File: config.mk
export PLATFORM = sky130hd
export DESIGN_NAME = varredor_teclado
export DESIGN_NICKNAME = d
export VERILOG_FILES = /design/src/rtl/varredor_teclado.sv
export SDC_FILE = /design/constraint.sdc
export NUM_CORES = 1
export LEC_CHECK = 0
export ABC_CLOCK_PERIOD_IN_PS = 9100
export CELL_PAD_IN_SITES_DETAIL_PLACEMENT = 1
export CELL_PAD_IN_SITES_GLOBAL_PLACEMENT = 2
export CORE_MARGIN = 5
export CORE_UTILIZATION = 41
export CTS_CLUSTER_SIZE = 16
export DETAILED_ROUTE_END_ITERATION = 10
export PLACE_DENSITY = 0.88
export SYNTH_ARGS = -nofsm -noshare
export SYNTH_HDL_FRONTEND = slang
export SYNTH_SLANG_ARGS = --single-unit
File: constraint.sdc
create_clock -name clock -period 9.1 [get_ports clock]
set_clock_uncertainty 0.1 [all_clocks]
set_input_delay 2.275 -clock clock [delete_from_list [all_inputs] [get_ports clock]]
set_output_delay 2.275 -clock clock [all_outputs]
set_load 0.005 [all_outputs]
File: src/rtl/varredor_teclado.sv
// Key-matrix scanner: drives one column low at a time, debounces every key and reports presses
// as {col,row} events over a valid/ack handshake. Define ANTI_GHOST_EN to discard multi-row column samples.
module varredor_teclado #(
  parameter int N_COLS         = 8,
  parameter int N_ROWS         = 8,
  parameter int SETTLE_CYCLES  = 16,
  parameter int DEBOUNCE_SCANS = 4
) (
  input  logic                                       clock,
  input  logic                                       reset_n,
  input  logic                                       enable,
  input  logic [N_ROWS-1:0]                          linhas_in,
  output logic [N_COLS-1:0]                          colunas_out,
  output logic                                       tecla_valida,
  output logic [$clog2(N_COLS)+$clog2(N_ROWS)-1:0]   tecla_codigo,
  input  logic                                       tecla_ack,
  output logic [N_COLS*N_ROWS-1:0]                   pressionadas,
  output logic [1:0]                                 db_estado
);

  localparam int CW    = $clog2(N_COLS);
  localparam int RW    = $clog2(N_ROWS);
  localparam int NK    = N_COLS * N_ROWS;
  localparam int KW    = $clog2(NK);
  localparam int SW    = (SETTLE_CYCLES > 1) ? $clog2(SETTLE_CYCLES) : 1;
  localparam int CNT_W = (DEBOUNCE_SCANS > 1) ? $clog2(DEBOUNCE_SCANS) : 1;

  typedef enum logic [1:0] {
    IDLE   = 2'b00,
    DRIVE  = 2'b01,
    SAMPLE = 2'b10,
    NEXT   = 2'b11
  } state_t;

  // Handshake: an event is pending while tecla_valida=1; it is consumed on the
  // rising edge where tecla_ack=1 and tecla_valida=1. tecla_ack alone is ignored.

  state_t              state_q, state_d;
  logic [CW-1:0]       col_q, col_d;
  logic [SW-1:0]       settle_q, settle_d;
  logic [N_COLS-1:0]   colunas_q, colunas_d;
  logic                valida_q, valida_d;
  logic [CW+RW-1:0]    codigo_q, codigo_d;
  logic [NK-1:0]       press_q, press_d;
  logic [CNT_W-1:0]    cnt_q [NK];
  logic [CNT_W-1:0]    cnt_d [NK];

  logic [N_ROWS-1:0]   raw;
  logic                ghost;
  logic                slot_free;
  logic                granted;
  logic [KW-1:0]       base;
  logic [KW-1:0]       kidx;
`ifdef ANTI_GHOST_EN
  int                  ones;
`endif

  always_comb begin
    state_d   = state_q;
    col_d     = col_q;
    settle_d  = settle_q;
    colunas_d = colunas_q;
    valida_d  = valida_q;
    codigo_d  = codigo_q;
    press_d   = press_q;
    cnt_d     = cnt_q;
    raw       = ~linhas_in;
    ghost     = 1'b0;
    slot_free = !valida_q || tecla_ack;
    granted   = 1'b0;
    base      = KW'(col_q) * KW'(N_ROWS);
    kidx      = '0;

`ifdef ANTI_GHOST_EN
    ones = 0;
    for (int r = 0; r < N_ROWS; r++) ones = ones + int'(raw[r]);
    ghost = (ones >= 2);
`endif

    if (valida_q && tecla_ack) valida_d = 1'b0;

    if (!enable) begin
      state_d   = IDLE;
      col_d     = '0;
      settle_d  = '0;
      colunas_d = '1;
    end else begin
      case (state_q)
        IDLE: begin
          state_d          = DRIVE;
          settle_d         = '0;
          colunas_d        = '1;
          colunas_d[col_q] = 1'b0;
        end
        DRIVE: begin
          if (settle_q == SW'(SETTLE_CYCLES - 1)) state_d = SAMPLE;
          else settle_d = settle_q + 1'b1;
        end
        SAMPLE: begin
          state_d   = NEXT;
          colunas_d = '1;
          if (!ghost) begin
            for (int r = 0; r < N_ROWS; r++) begin
              kidx = base + KW'(r);
              if (raw[r] == press_q[kidx]) begin
                cnt_d[kidx] = '0;
              end else if (cnt_q[kidx] != CNT_W'(DEBOUNCE_SCANS - 1)) begin
                cnt_d[kidx] = cnt_q[kidx] + 1'b1;
              end else if (!raw[r]) begin
                press_d[kidx] = 1'b0;
                cnt_d[kidx]   = '0;
              end else if (slot_free && !granted) begin
                // Lowest row wins the slot; other ready presses keep their saturated count and retry.
                press_d[kidx] = 1'b1;
                cnt_d[kidx]   = '0;
                granted       = 1'b1;
                valida_d      = 1'b1;
                codigo_d      = {col_q, RW'(r)};
              end
            end
          end
        end
        NEXT: begin
          col_d            = (col_q == CW'(N_COLS - 1)) ? '0 : col_q + 1'b1;
          state_d          = DRIVE;
          settle_d         = '0;
          colunas_d        = '1;
          colunas_d[col_d] = 1'b0;
        end
        default: state_d = IDLE;
      endcase
    end
  end

  always_ff @(posedge clock or negedge reset_n) begin
    if (!reset_n) begin
      state_q   <= IDLE;
      col_q     <= '0;
      settle_q  <= '0;
      colunas_q <= '1;
      valida_q  <= 1'b0;
      codigo_q  <= '0;
      press_q   <= '0;
      for (int k = 0; k < NK; k++) cnt_q[k] <= '0;
    end else begin
      state_q   <= state_d;
      col_q     <= col_d;
      settle_q  <= settle_d;
      colunas_q <= colunas_d;
      valida_q  <= valida_d;
      codigo_q  <= codigo_d;
      press_q   <= press_d;
      for (int k = 0; k < NK; k++) cnt_q[k] <= cnt_d[k];
    end
  end

  assign colunas_out  = colunas_q;
  assign tecla_valida = valida_q;
  assign tecla_codigo = codigo_q;
  assign pressionadas = press_q;
  assign db_estado    = state_q;

endmodule

-- Word level (Yosys, flattened, before mapping)
Index checks and enable logic that the tools add are counted.
- add/subtract/negate cells: 17
- $lt $le $gt $ge: 36
- equality and inequality tests: 26
- mux-type cells: 306
- bitwise operators: 51
- reductions and logical operators: 39
- operator list (operator ; number):
    128-bit two-way mux ; 46
    64-bit two-way mux ; 46
    128-bit bitwise AND ; 8
    128-bit bitwise mux ; 8
    128-bit inverter ; 8
    64-bit bitwise AND ; 8
    64-bit inverter ; 7
    64-bit bitwise OR ; 7
    6-bit two-way mux ; 36
    1-bit two-way mux ; 101
    2-bit binary-select mux with 6-bit select ; 8
    2-bit demux with 6-bit select ; 8
    57-bit inverter with 64-bit output ; 1
    64-bit by 57-bit bitwise OR with 64-bit output ; 1
    7-bit greater-or-equal comparator (second input constant) ; 8
    6-bit by 7-bit less-than comparator with 1-bit output (second input constant) ; 8
    7-bit by 1-bit less-than comparator with 1-bit output (second input constant) ; 8
    6-bit inverter with 7-bit output ; 8
    2-bit two-way mux ; 26
    6-bit by 1-bit greater-or-equal comparator with 1-bit output (second input constant) ; 8
    1-bit binary-select mux with 6-bit select ; 7
    1-bit demux with 6-bit select ; 7
    1-bit logical AND ; 26
    6-bit by 3-bit adder with 6-bit output (second input constant) ; 4
    31 further kinds ; 72
- bits in registers: 216
- bits of input ports: 12
- output and inout bits: 81
- logic and storage cells: 546

-- Depth between registers and ports, before layout
- depth after elaboration: 65
- mapped depth: 18
- gate-level depth less buffers: 11

-- Least setup slack after synthesis
Ideal clock, no wire load.
- path type: input to register
- start: input port linhas_in[1]
- end: register cnt_q[65] (netlist bit)
- setup time: 121 ps
- data arrival time: 4363 ps
- required time: 8879 ps
- path slack: 4516 ps
- stages on the path: 9
- buffers on the path: 2
- cell sequence: clkbuf_1 inv_1 ha_1 or3b_2 clkbuf_1 nand3_1 o41ai_4 o21ai_0 a22o_1
- word-level cells in the longest chain between the ends: 52
- elaborated cells on any way between the ends: 100
- classes of those cells: eq/ne (1); mux (80); bitwise (7); reduce/logical (12)
- RTL lines (what ; RTL line ; text):
    start, declared ; 12 ; input logic [N_ROWS-1:0] linhas_in,
    8-bit inverter (*) ; 67 ; raw = ~linhas_in;
    1-bit two-way mux ; 109 ; end else if (!raw[r]) begin
    1-bit two-way mux ; 107 ; end else if (cnt_q[kidx] != CNT_W'(DEBOUNCE_SCANS - 1)) begin
    1-bit two-way mux ; 105 ; if (raw[r] == press_q[kidx]) begin
    1-bit two-way mux ; 88 ; case (state_q)
    1-bit two-way mux ; 82 ; if (!enable) begin
    1-bit zero test ; 112 ; end else if (slot_free && !granted) begin
    1-bit logical AND ; 112 ;
    (+36 left out) ; -- ;
    1-bit two-way mux ; 88 ;
    1-bit two-way mux ; 82 ;
    1-bit zero test ; 112 ;
    1-bit logical AND ; 112 ;
    128-bit two-way mux ; 112 ;
    128-bit two-way mux ; 109 ;
    128-bit two-way mux ; 107 ;
    128-bit two-way mux (*) ; 105 ;
    end, declared ; 45 ; logic [CNT_W-1:0] cnt_q [NK];
Every way passes the cells marked *; elsewhere a longest branch is shown, timed or not. The select of a mux whose other input is x is not followed.
A chain may end at the register's enable or synchronous reset.

==> reports/results.txt <==
CP endpoint kind: flip-flop
Synth cell count leaders: dfrtp_1 (208), a21oi_1 (107), o21ai_0 (68), nand2_1 (58), clkbuf_1 (56)
IO Pins: 93
Final ANT Viol Nets: 0
VDD IR-drop max: 0.136 mV
Synth warnings: 0
Top cells by area, synth: dfrtp_1 (47%), a21oi_1 (4.8%), a22o_1 (3.4%)
Drt via density: 6.47
First-pass GRT wire length: 58.6 mm
Hold WS: 0.389 ns
CTS resizes: 0
Clk Latency, worst-skew pair: 0.54 ns
# hold bufs at CTS: 0
Mapped Cells: 1054
# rows: 60
Total wire length: 37.1 mm
Initial antenna violation count: 0
CP most frequent cell: buf_4
Port bufs: 92
Setup slack at placement: 3.46 ns
Average wire per cell in the routed design: 25.2 um
Setup violators final: 0
Largest delay share family, worst path: compound AO/OA/AOI/OAI gates
Netlist cell types: 73
Crit path largest cell delay: 0.92 ns
Die H: 174 um
Fin. Hold Viols: 0
Status: finished clean
Fin. max-slew vios: 0
Nets: 1144
Hold Crit Class: reg2reg
Most numerous cell in the Yosys netlist: dfrtp_1
Ys async rst share: 100%
Critical Path AT: 5.69 ns
Power per cell area: 201 nW/um2
Final TNS setup: 0 ns
DP Wirelength: 24.4 mm
Core ar.: 26700 um2
Post-synth net total: 1088
Synth-to-Final Area Change: 18.9%
GRT Util Overall: 24.0%
# DRC: 0
CTS Buf Count: 26
Routability cong.: 0.865
N_diodes: 0
Die width: 174 um
Proportion of layout cells with a drive suffix above 1: 12.4%
Largest net degree at the start of global routing: 77
Crit-path cells: inv_1 -> nor3_2 -> buf_4 -> a22o_1 -> a221oi_1 -> o221ai_1 -> ha_1 -> nor3b_1 -> nor3_1 -> buf_4 -> o211ai_1 -> o21ai_0 -> o31ai_1
Pleak: 0.00549 uW
Clk root buf: clkbuf_16
Fmax: 0.186 GHz
Yosys reg bits: 216
Post-synth EDFFs: 0
TritonCTS clock tree: done
Grt ovf: 0
Critical Path RT: 9.42 ns
Most used DFF post-synth: dfrtp_1
Synthesized area per cell: 10.5 um2
Final period utilization: 59.0%
Crit Path Class: reg2reg
Worst-margin pin slew: 1.18 ns
Initial core utilization: 41.4%
Critical Path Start Type: flip-flop
Tmin final: 5.37 ns
H-Tree Depth: 1
Worst relative slew slack: 20.4%
Clock-pin slew of the registers on the worst-case setup and hold paths: 0.06 ns
CP max FO: 26
Initial DRC count: 818
Seq/Total Area, Yosys: 49.0%
Setup Buffers After CTS: 0
Max clock buf depth: 3
Final worst slack: 3.73 ns
DRT Pass-1 Iters: 5
Clock sink total: 216
Post-Syn Area: 11100 um2
RSZ-0062 raised after global routing: no
Max-cap violations: 0
Crit path buffers/inverters: 3
Vias in the first global route: 9898
Max stage delay cell, worst path: nor3_2
Yosys top cell area share: 47.1%
Die area: 30300 um2
Area leader, netlist: dfrtp_1
Total number of vias: 9504
-- placed cells by master, fill, tap and decap left out, types with 8 or more instances in the layout --
master           instances
nand4_1                  8
o211ai_1                12
o22ai_1                 19
a22oi_1                 25
clkbuf_16               27
a21oi_1                107
nand2b_1                 9
mux2_2                  20
o31ai_1                 24
o2bb2ai_1               43
nor2b_1                 10
nor2_1                  28
and2_1                  10
dfrtp_1                205
nand2_1                 58
mux2i_1                 23
clkdlybuf4s50_1         91
a32o_1                  16
o21ai_0                 67
buf_4                   24
a31oi_1                 28
mux4_2                   9
nand3_1                 17
ha_1                    22
a22o_1                  43
a221oi_1                18
dfstp_2                  8
inv_1                   33
-- metrics by stage --
stage / area, um2 / power (uW) / cells / utilization, %
2_1_floorplan: 11100 / 1380 / 1054 / -
3_3_place_gp: 12200 / 1540 / 1423 / 45.8
3_5_place_dp: 12200 / 1550 / 1423 / 45.8
4_1_cts: 13100 / 2660 / 1469 / 49.2
5_1_grt: 13100 / 2750 / 1469 / 49.2
6_report: 13100 / 2640 / 1469 / 49.2
-- logic make-up (layout without fill, tap and decap cells) --
logic type               count (synthesis)  in the layout  share of synthesized area [%]
AO/OA/AOI/OAI                          449            449                           28.2
adder cells (fa/ha/maj)                 22             22                           2.49
buffers and inverters                  121            195                           4.61
flip-flops                             216            216                           49.0
multiplexers                            53             53                           6.06
AND/OR/NAND/NOR                        193            193                           9.63
-- worst paths after layout --
check / from / to / slack (ns) / cells past startpoint
max in group asynchronous: reset_n / col_q[0] / 5.83 / 2
min in group asynchronous: reset_n / settle_q[2] / 1.62 / 1
max reg2reg: col_q[0] / flip-flop / 3.73 / 13
min: cnt_q[23] / cnt_q[23] / 0.39 / 1
min reg2reg: cnt_q[23] / cnt_q[23] / 0.39 / 1
max: col_q[0] / flip-flop / 3.73 / 13
-- worst register-to-register path, delay by kind of cell (launching register included) --
family	cells	cell delay, ns
AO/OA/AOI/OAI	6	1.63
AND/OR/NAND/NOR	3	1.53
buffers and inverters	3	1.04
flip-flops	1	0.63
adder cells (fa/ha/maj)	1	0.32
-- where the power goes --
group / internal, uW / switching [uW]
clock: 678 / 427
combinational: 190 / 269
sequential: 1030 / 49.6
total: 1900 / 746
-- cell type report --
cell class,count,area [um2]
Fill cell,2902,13600
Sequential cell,216,5420
Multi-Input combinational cell,717,5170
Timing Repair Buffer,116,1100
Clock buffer,33,728
Tap cell,341,427
Clock inverter,13,174
Inverter,33,124
-- metal layers --
| metal | vias to the layer above | part of all wire, % | global-route usage, % |
|---|---|---|---|
| met5 | - | 0 | 0 |
| met3 | 74 | 5.5 | 4.15 |
| li1 | 4175 | - | - |
| met4 | 0 | 3.1 | 6.76 |
| met1 | 4941 | 45 | 33.8 |
| met2 | 314 | 46 | 38.3 |
No activity file was read; power rests on OpenSTA's default activity.
